===== src/rtl/mem_store_pkg.sv =====
// Shared definitions for the data-memory store path: size codes, FSM states
// and the alignment rule used to reject requests before touching memory.
package mem_store_pkg;

    localparam logic [1:0] SZ_BYTE = 2'b00;
    localparam logic [1:0] SZ_HALF = 2'b01;
    localparam logic [1:0] SZ_WORD = 2'b10;
    localparam logic [1:0] SZ_ILL  = 2'b11;

    typedef enum logic [2:0] {
        ST_IDLE  = 3'd0,
        ST_READ  = 3'd1,
        ST_MERGE = 3'd2,
        ST_WRITE = 3'd3,
        ST_DONE  = 3'd4,
        ST_ERR   = 3'd5
    } state_t;

    // The illegal size code is folded in here so a single test rejects a request.
    function automatic logic is_misaligned(input logic [1:0] size, input logic [1:0] addr_lo);
        logic bad;
        case (size)
            SZ_BYTE: bad = 1'b0;
            SZ_HALF: bad = addr_lo[0];
            SZ_WORD: bad = (addr_lo != 2'b00);
            default: bad = 1'b1;
        endcase
        return bad;
    endfunction

endpackage


===== src/rtl/store_merge.sv =====
// Big-endian lane insert: overwrites the byte/halfword selected by lane in
// old_word with the low bits of data; every other bit is passed through.
module store_merge
    import mem_store_pkg::*;
(
    input  logic [31:0] old_word,
    input  logic [31:0] data,
    input  logic [1:0]  size,
    input  logic [1:0]  lane,
    output logic [31:0] new_word
);

    always_comb begin
        new_word = old_word;
        case (size)
            SZ_BYTE: begin
                case (lane)
                    2'd0:    new_word[31:24] = data[7:0];
                    2'd1:    new_word[23:16] = data[7:0];
                    2'd2:    new_word[15:8]  = data[7:0];
                    default: new_word[7:0]   = data[7:0];
                endcase
            end
            SZ_HALF: begin
                if (lane[1]) begin
                    new_word[15:0] = data[15:0];
                end else begin
                    new_word[31:16] = data[15:0];
                end
            end
            SZ_WORD: new_word = data;
            default: new_word = old_word;
        endcase
    end

endmodule


===== src/rtl/mem_store_unit.sv =====
// Store path of the memory stage: narrows register data to sb/sh/sw and
// writes it into a word-only memory, using read-modify-write for sub-words.
module mem_store_unit
#(
    parameter int ADDR_W = 32
)
(
    input  logic              clk,
    input  logic              rst_n,
    input  logic              st_valid,
    output logic              st_ready,
    input  logic [ADDR_W-1:0] st_addr,
    input  logic [31:0]       st_data,
    input  logic [1:0]        st_size,
    output logic              st_done,
    output logic              st_err,
    output logic [ADDR_W-1:0] mem_addr,
    output logic              mem_rd_req,
    input  logic              mem_rd_ack,
    input  logic [31:0]       mem_rdata,
    output logic              mem_wr_req,
    input  logic              mem_wr_ack,
    output logic [31:0]       mem_wdata
);

    import mem_store_pkg::*;

    // Handshakes: st_valid/st_ready transfer on a rising edge when both are
    // high; mem_*_req is held from the first cycle of a phase until the
    // matching ack (an ack in that first cycle counts) and acks seen while
    // the matching request is low have no effect.

    state_t      state;
    state_t      next_state;

    logic [1:0]  addr_lo_q;
    logic [31:0] data_q;
    logic [1:0]  size_q;
    logic [31:0] rd_word_q;
    logic [31:0] merged_word;
    logic        accept;

    assign accept = st_valid && st_ready;

    store_merge u_merge (
        .old_word (rd_word_q),
        .data     (data_q),
        .size     (size_q),
        .lane     (addr_lo_q),
        .new_word (merged_word)
    );

    always_ff @(posedge clk or negedge rst_n) begin
        if (!rst_n) begin
            state <= ST_IDLE;
        end else begin
            state <= next_state;
        end
    end

    always_comb begin
        next_state = state;
        case (state)
            ST_IDLE: begin
                if (accept) begin
                    if (is_misaligned(st_size, st_addr[1:0])) begin
                        next_state = ST_ERR;
                    end else if (st_size == SZ_WORD) begin
                        next_state = ST_WRITE;
                    end else begin
                        next_state = ST_READ;
                    end
                end
            end
            ST_READ: begin
                if (mem_rd_ack) begin
                    next_state = ST_MERGE;
                end
            end
            ST_MERGE: next_state = ST_WRITE;
            ST_WRITE: begin
                if (mem_wr_ack) begin
                    next_state = ST_DONE;
                end
            end
            ST_DONE: next_state = ST_IDLE;
            ST_ERR:  next_state = ST_IDLE;
            default: next_state = ST_IDLE;
        endcase
    end

    // Request capture and memory-side data; mem_addr/mem_wdata only move in
    // IDLE and MERGE, so they hold steady across every request phase.
    always_ff @(posedge clk or negedge rst_n) begin
        if (!rst_n) begin
            addr_lo_q <= 2'b00;
            data_q    <= 32'h0;
            size_q    <= SZ_BYTE;
            rd_word_q <= 32'h0;
            mem_addr  <= '0;
            mem_wdata <= 32'h0;
        end else begin
            case (state)
                ST_IDLE: begin
                    if (accept) begin
                        addr_lo_q <= st_addr[1:0];
                        data_q    <= st_data;
                        size_q    <= st_size;
                        mem_addr  <= {st_addr[ADDR_W-1:2], 2'b00};
                        if (st_size == SZ_WORD) begin
                            mem_wdata <= st_data;
                        end
                    end
                end
                ST_READ: begin
                    if (mem_rd_ack) begin
                        rd_word_q <= mem_rdata;
                    end
                end
                ST_MERGE: mem_wdata <= merged_word;
                default: begin
                end
            endcase
        end
    end

    assign st_ready   = (state == ST_IDLE);
    assign st_done    = (state == ST_DONE);
    assign st_err     = (state == ST_ERR);
    assign mem_rd_req = (state == ST_READ);
    assign mem_wr_req = (state == ST_WRITE);

    a_done_err_excl: assert property (@(posedge clk) disable iff (!rst_n)
        !(st_done && st_err));

    a_addr_stable: assert property (@(posedge clk) disable iff (!rst_n)
        ((mem_rd_req && $past(mem_rd_req)) || (mem_wr_req && $past(mem_wr_req)))
        |-> $stable(mem_addr));

endmodule


===== config.mk =====
export PLATFORM = sky130hd
export DESIGN_NAME = mem_store_unit
export DESIGN_NICKNAME = d
export VERILOG_FILES = /design/src/rtl/mem_store_pkg.sv /design/src/rtl/store_merge.sv /design/src/rtl/mem_store_unit.sv
export SDC_FILE = /design/constraint.sdc
export NUM_CORES = 1
export LEC_CHECK = 0
export ABC_AREA = 1
export CORE_MARGIN = 2
export CORE_UTILIZATION = 25
export CTS_BUF_LIST = sky130_fd_sc_hd__clkbuf_4 sky130_fd_sc_hd__clkbuf_8
export DETAILED_ROUTE_END_ITERATION = 10
export SLEW_MARGIN = 10
export SYNTH_ARGS = -nofsm -noshare
export SYNTH_HDL_FRONTEND = slang
export SYNTH_SLANG_ARGS = --single-unit

===== constraint.sdc =====
create_clock -name clk -period 1.9 [get_ports clk]
set_input_delay 0.19 -clock clk [delete_from_list [all_inputs] [get_ports clk]]
set_output_delay 0.19 -clock clk [all_outputs]
set_load 0.005 [all_outputs]

## Yosys cells after proc, flatten, opt, wreduce, memory -nomap -nowiden

Index checks and enable logic that the tools add are counted.

- Equality and inequality tests: 15
- Mux-type cells: 19
- Reduce and logical (&&, ||, !) cells: 12

Operator list:

| kind | number |
|---|---|
| one-hot mux 32 bit (3 select lines) | 1 |
| 2-to-1 mux 32 bit | 2 |
| one-hot mux 32 bit (2 select lines) | 1 |
| 2-to-1 mux 16 bit | 2 |
| 2-to-1 mux 8 bit | 4 |
| 2-to-1 mux 3 bit | 4 |
| one-hot mux 3 bit (4 select lines) | 1 |
| != test 2 x 1 -> 1 bit, second input constant | 4 |
| == test 2 x 1 -> 1 bit, second input constant | 3 |
| == test 2 bit, second input constant | 3 |
| == test 3 x 2 -> 1 bit, second input constant | 2 |
| == test 3 bit, second input constant | 2 |
| zero test 2 bit | 3 |
| AND reduction 3 bit | 2 |
| AND reduction 2 bit | 2 |
| nonzero test 2 bit | 2 |
| == test 3 x 1 -> 1 bit, second input constant | 1 |
| zero test 3 bit | 1 |
| one-hot mux 1 bit (3 select lines) | 1 |
| OR reduction 3 bit | 1 |
| 2-to-1 mux 1 bit | 2 |
| 2-to-1 mux 2 bit | 1 |
| logical AND 1 bit | 1 |

- Flip-flop bits (word level): 133
- Input bits: 103
- Output and inout port bits: 69
- Logic and storage cells: 53

## Depth between registers and ports, before layout

- Word-level depth: 7
- Depth in mapped cells: 9
- Mapped depth without buffers: 8

## Modules after synthesis

From an unflattened synthesis, not the netlist that was laid out.

- Cells, all modules: 1113
- Area total of the unflattened synthesis: 7524.7 um2

Modules (own cells, without submodules):

| module | instances | cells an instance | area an instance (um2) | seq. area each (um2) |
|---|---|---|---|---|
| mem_store_unit | 1 | 714 | 5818.1 | 3328.2 |
| store_merge | 1 | 399 | 1706.6 | 0.0 |

## Least setup slack after synthesis

OpenSTA, ideal clock, no wires.

- Path kind: reg-to-reg
- From: reg state[2]
- To: reg data_q[10]
- Setup time: 0.125 ns
- Arrival time: 1.326 ns
- Required time: 1.775 ns
- Slack: 0.449 ns
- Cell stages (with the launch flop): 8
- Buffers on the path: 2
- Period minus slack after synthesis: 1.451 ns
- Path through: dfrtp_1 inv_2 nand2_2 nor2_4 nand2_2 buf_6 buf_6 mux2_4

- Word-level cells in the longest chain between the ends: 3

Ends and longest elaborated chain:

| what | RTL line | source |
|---|---|---|
| start, declared | mem_store_unit.sv:33 | `state_t state;` |
| start signal, assigned | mem_store_unit.sv:57 | `state <= next_state;` |
| zero test 3 bit (*) | mem_store_unit.sv:127 | `assign st_ready = (state == ST_IDLE);` |
| net st_ready | mem_store_unit.sv:11 | `output logic st_ready,` |
| logical AND 1 bit | mem_store_unit.sv:43 | `assign accept = st_valid && st_ready;` |
| AND reduction 2 bit (no source line) (*) | -- |  |
| end signal, assigned | mem_store_unit.sv:107 | `data_q <= st_data;` |
| end, declared | mem_store_unit.sv:37 | `logic [31:0] data_q;` |

The timed path passes the listed nets; every way through them passes the cells marked *.
A chain may end at the register's enable or synchronous reset.

## Worst setup path after layout

- From: reg state[2]
- To: out st_ready

- Word-level cells in the longest chain between the ends: 1

Ends and longest elaborated chain:

| what | RTL line |
|---|---|
| zero test 3 bit | mem_store_unit.sv:127 |
| end, declared | mem_store_unit.sv:11 |

No other way between the ends.

==> flow_summary_export.csv <==
group,metric,value,unit
sta,setup_violations,0,
floorplan,dieArea,28380,µm²
worst_setup_path,crit_type,"reg2out",
sta,maxSlewHeadroom,63.92,%
synth,yosys.area_share.simple,18.78,%
placement,place_congestion,0.8865,
sta,rsz0062_at_grt,"false",
worst_setup_path,cp_max_fo,5,
clock_tree,cts_htree_levels,4,
synth,synth_fa_ha_area_share,0,%
synth,netlist_area,6761,µm²
finish,syn_to_final_growth,39.56,%
worst_setup_path,startpoint,"state[2]$_DFFE_PN0P_",
clock_tree,clockBufferDepth,2,
route,wl_per_cell,16.40,µm
clock_tree,postCtsSetupRepairBufs,0,
worst_setup_path,worst_setup_path_start_kind,"register",
finish,diodes,0,
placement,dp_hpwl,15830,µm
clock_tree,clk_latency,0.45,ns
finish,final_nets,1057,
synth,synthCells,779,
job,maxCapViolCount,0,
floorplan,rows,60,
finish,drive_above_1_share,14.48,%
floorplan,die_h,168.5,µm
finish,multi_input_area,2940,µm²
synth,synth_mux_area_share,11.10,%
synth,ys_ff_latch,133,
worst_hold_path,hold_class,"in2async",
grt,overflow,0,
synth,synth_top_family_by_area,"simple AND/OR/NAND/NOR gates",
finish,postLayoutCoreUtil,35.31,%
floorplan,core_area,26730,µm²
sta,fmax,575.0,MHz
synth,yosysWarnings,0,
sta,hold_violations,0,
status,outcome,"complete, no violations",
worst_setup_path,required,1.71,ns
synth,ys_types,27,
sta,tightest_slew,0.5393,ns
route,ant_nets,0,
clock_tree,clock-sinks,133,
floorplan,initial_core_util,25.30,%
grt,grt_pass1_wl,33850,µm
sta,fin_skew,0.008207,ns
synth,yosys-top-cells-area,"dfrtp_1 49%, a21oi_1 8.3%, nand2_1 7.2%",
route,drt_pass1_iterations,5,
finish,nFillCells,2750,
grt,grt_antenna_before_repair,0,
synth,seq_area_frac_synth,49.22,%
clock_tree,path_clk_slew,0.08,ns
clock_tree,cts_buffers,17,
worst_setup_path,cp.arrival,1.55,ns
sta,slew_violations,0,
clock_tree,root_buffer,"clkbuf_8",
sta,tns,0,ns
synth,yosysTopAreaCellShare,49.22,%
synth,synth_xor_area_share,0,%
worst_setup_path,end_kind,"primary output",
sta,timing.hold.ws,0.2322,ns
route,via_count,6017,
route,totalWireLength,21450,µm
sta,layout_worst_path_cycle_share,91.53,%
power,power.density,1686,nW/µm²
floorplan,die_w,168.5,µm
clock_tree,cts_tree,"yes",
placement,portBuffers,169,
power,vdd_drop_max,0.0006501,V
synth,synth_area_leader_cell,"dfrtp_1",
grt,grt_pass1_vias,6035,
floorplan,num_io_pins,172,
power,power,0.01591,W
synth,synth_compound_area_share,13.29,%
grt,grt_use_total,15.34,%
route,viasPerCell,4.600,
synth,syn_avg_cell_area,8.680,µm²
route,drc,0,
grt,grt_max_degree,47,
finish,register_area,3328,µm²
sta,post-route-min-period,1.739,ns
route,drt_iter0_drc,423,
worst_setup_path,rr_startpoint,"size_q[1]$_DFFE_PN0P_",
power,leakage,4.318,nW
[layer usage]
metal	GRT usage [%]	vias to the layer above	routed length, µm
li1	-	2925	-
met1	20.41	2887	9655
met2	25.23	180	10310
met3	2.946	25	1074
met4	4.948	0	411
met5	0	-	0
[sequential cells by signal, indices dropped and copies added (netlist names)]
name	flops
rd_word_q	32
size_q	2
mem_addr	30
data_q	32
mem_wdata	32
addr_lo_q	2
state	3
[cells in the mapped netlist]
| cell type | number |
|---|---|
| o211ai_1 | 1 |
| mux2_2 | 24 |
| inv_2 | 7 |
| nand3_2 | 1 |
| buf_1 | 3 |
| nand2_1 | 129 |
| buf_6 | 5 |
| conb_1 | 1 |
| o21ai_0 | 53 |
| nor2_1 | 92 |
| a21oi_2 | 1 |
| a21oi_1 | 112 |
| nand2_2 | 4 |
| inv_1 | 58 |
| nor3_1 | 3 |
| mux2_4 | 32 |
| nor2_2 | 3 |
| o21ai_1 | 10 |
| nand3_1 | 54 |
| nor3_2 | 1 |
| buf_2 | 24 |
| nand4_1 | 11 |
| o22ai_1 | 1 |
| buf_4 | 7 |
| dfrtp_1 | 133 |
| clkbuf_1 | 7 |
| nor2_4 | 2 |
[power by group]
part	internal, W	leakage [nW]	switching, W	total (W)
Sequential	0.00423	1.53	0.00108	0.00531
Clock	0.00155	0.218	0.00117	0.00272
Combinational	0.00393	2.57	0.00395	0.00788
[path summary, 6_finish.rpt]
| kind | slack [ns] | cells past startpoint | end |
|---|---|---|---|
| setup reg to reg | 0.25 | 6 | mem_wdata[4]$_DFFE_PN0P_ |
| min in group clk | 0.31 | 3 | rd_word_q[7]$_DFFE_PN0P_ |
| max in group asynchronous | 1.03 | 3 | rd_word_q[26]$_DFFE_PN0P_ |
| hold reg to reg | 0.48 | 2 | mem_wdata[0]$_DFFE_PN0P_ |
| setup / recovery | 0.16 | 4 | st_ready |
| hold / removal | 0.23 | 2 | mem_addr[22]$_DFFE_PN0P_ |
[cell usage in the layout (no fill, tap or decap), drive strengths merged]
| cell type | netlist | layout |
|---|---|---|
| dlygate4sd3 | 0 | 1 |
| nand3 | 55 | 55 |
| clkbuf | 7 | 21 |
| nor3 | 4 | 4 |
| clkinv | 0 | 2 |
| buf | 39 | 32 |
| clkinvlp | 0 | 4 |
| o211ai | 1 | 1 |
| conb | 1 | 2 |
| clkdlybuf4s50 | 0 | 163 |
| bufinv | 0 | 4 |
| a21oi | 113 | 113 |
| mux2 | 56 | 56 |
| nand4 | 11 | 11 |
| dfrtp | 133 | 133 |
| inv | 65 | 66 |
| nand2 | 133 | 133 |
| o22ai | 1 | 1 |
| dlygate4sd2 | 0 | 5 |
| nor2 | 97 | 97 |
| o21ai | 63 | 63 |
[repair_timing]
action / 4_1_cts / 5_1_grt
setup endpoints to repair: 5 / 0
hold buffers: 1 / 0
endpoints found under the hold margin: 42 / 0
resized for setup: 6 / 0
[layout make-up]
cell class,count,share of cell area [%]
Timing Repair Buffer,201,21.64
Tap cell,341,4.521
Multi-Input combinational cell,536,31.16
Clock inverter,11,1.830
Clock buffer,21,2.997
Sequential cell,133,35.27
Inverter,65,2.586
[metrics by stage]
| stage | instances | setup slack [ns] | cell area, µm² |
|---|---|---|---|
| final | 1308 | 0.1610 | 9437 |
| after global placement | 1275 | 0.2459 | 8971 |
| after CTS | 1308 | 0.1170 | 9437 |
| after detailed placement | 1275 | 0.1914 | 8971 |
| after floorplan | 780 | 0.4491 | 6765 |
| after global routing | 1308 | 0.06256 | 9437 |
[kinds of logic after synthesis]
logic type / after synthesis
buf+inv: 111
mux: 56
other cells: 1
compound gates: 178
flops: 133
simple gates: 300
[critical path, cell delays in order (launching register included)]
cell and delay, ns:
dfrtp_1 0.44, inv_2 0.13, nand2_2 0.10, nor2_4 0.14, dlygate4sd2_1 0.30
No activity file was read; power rests on OpenSTA's default activity.
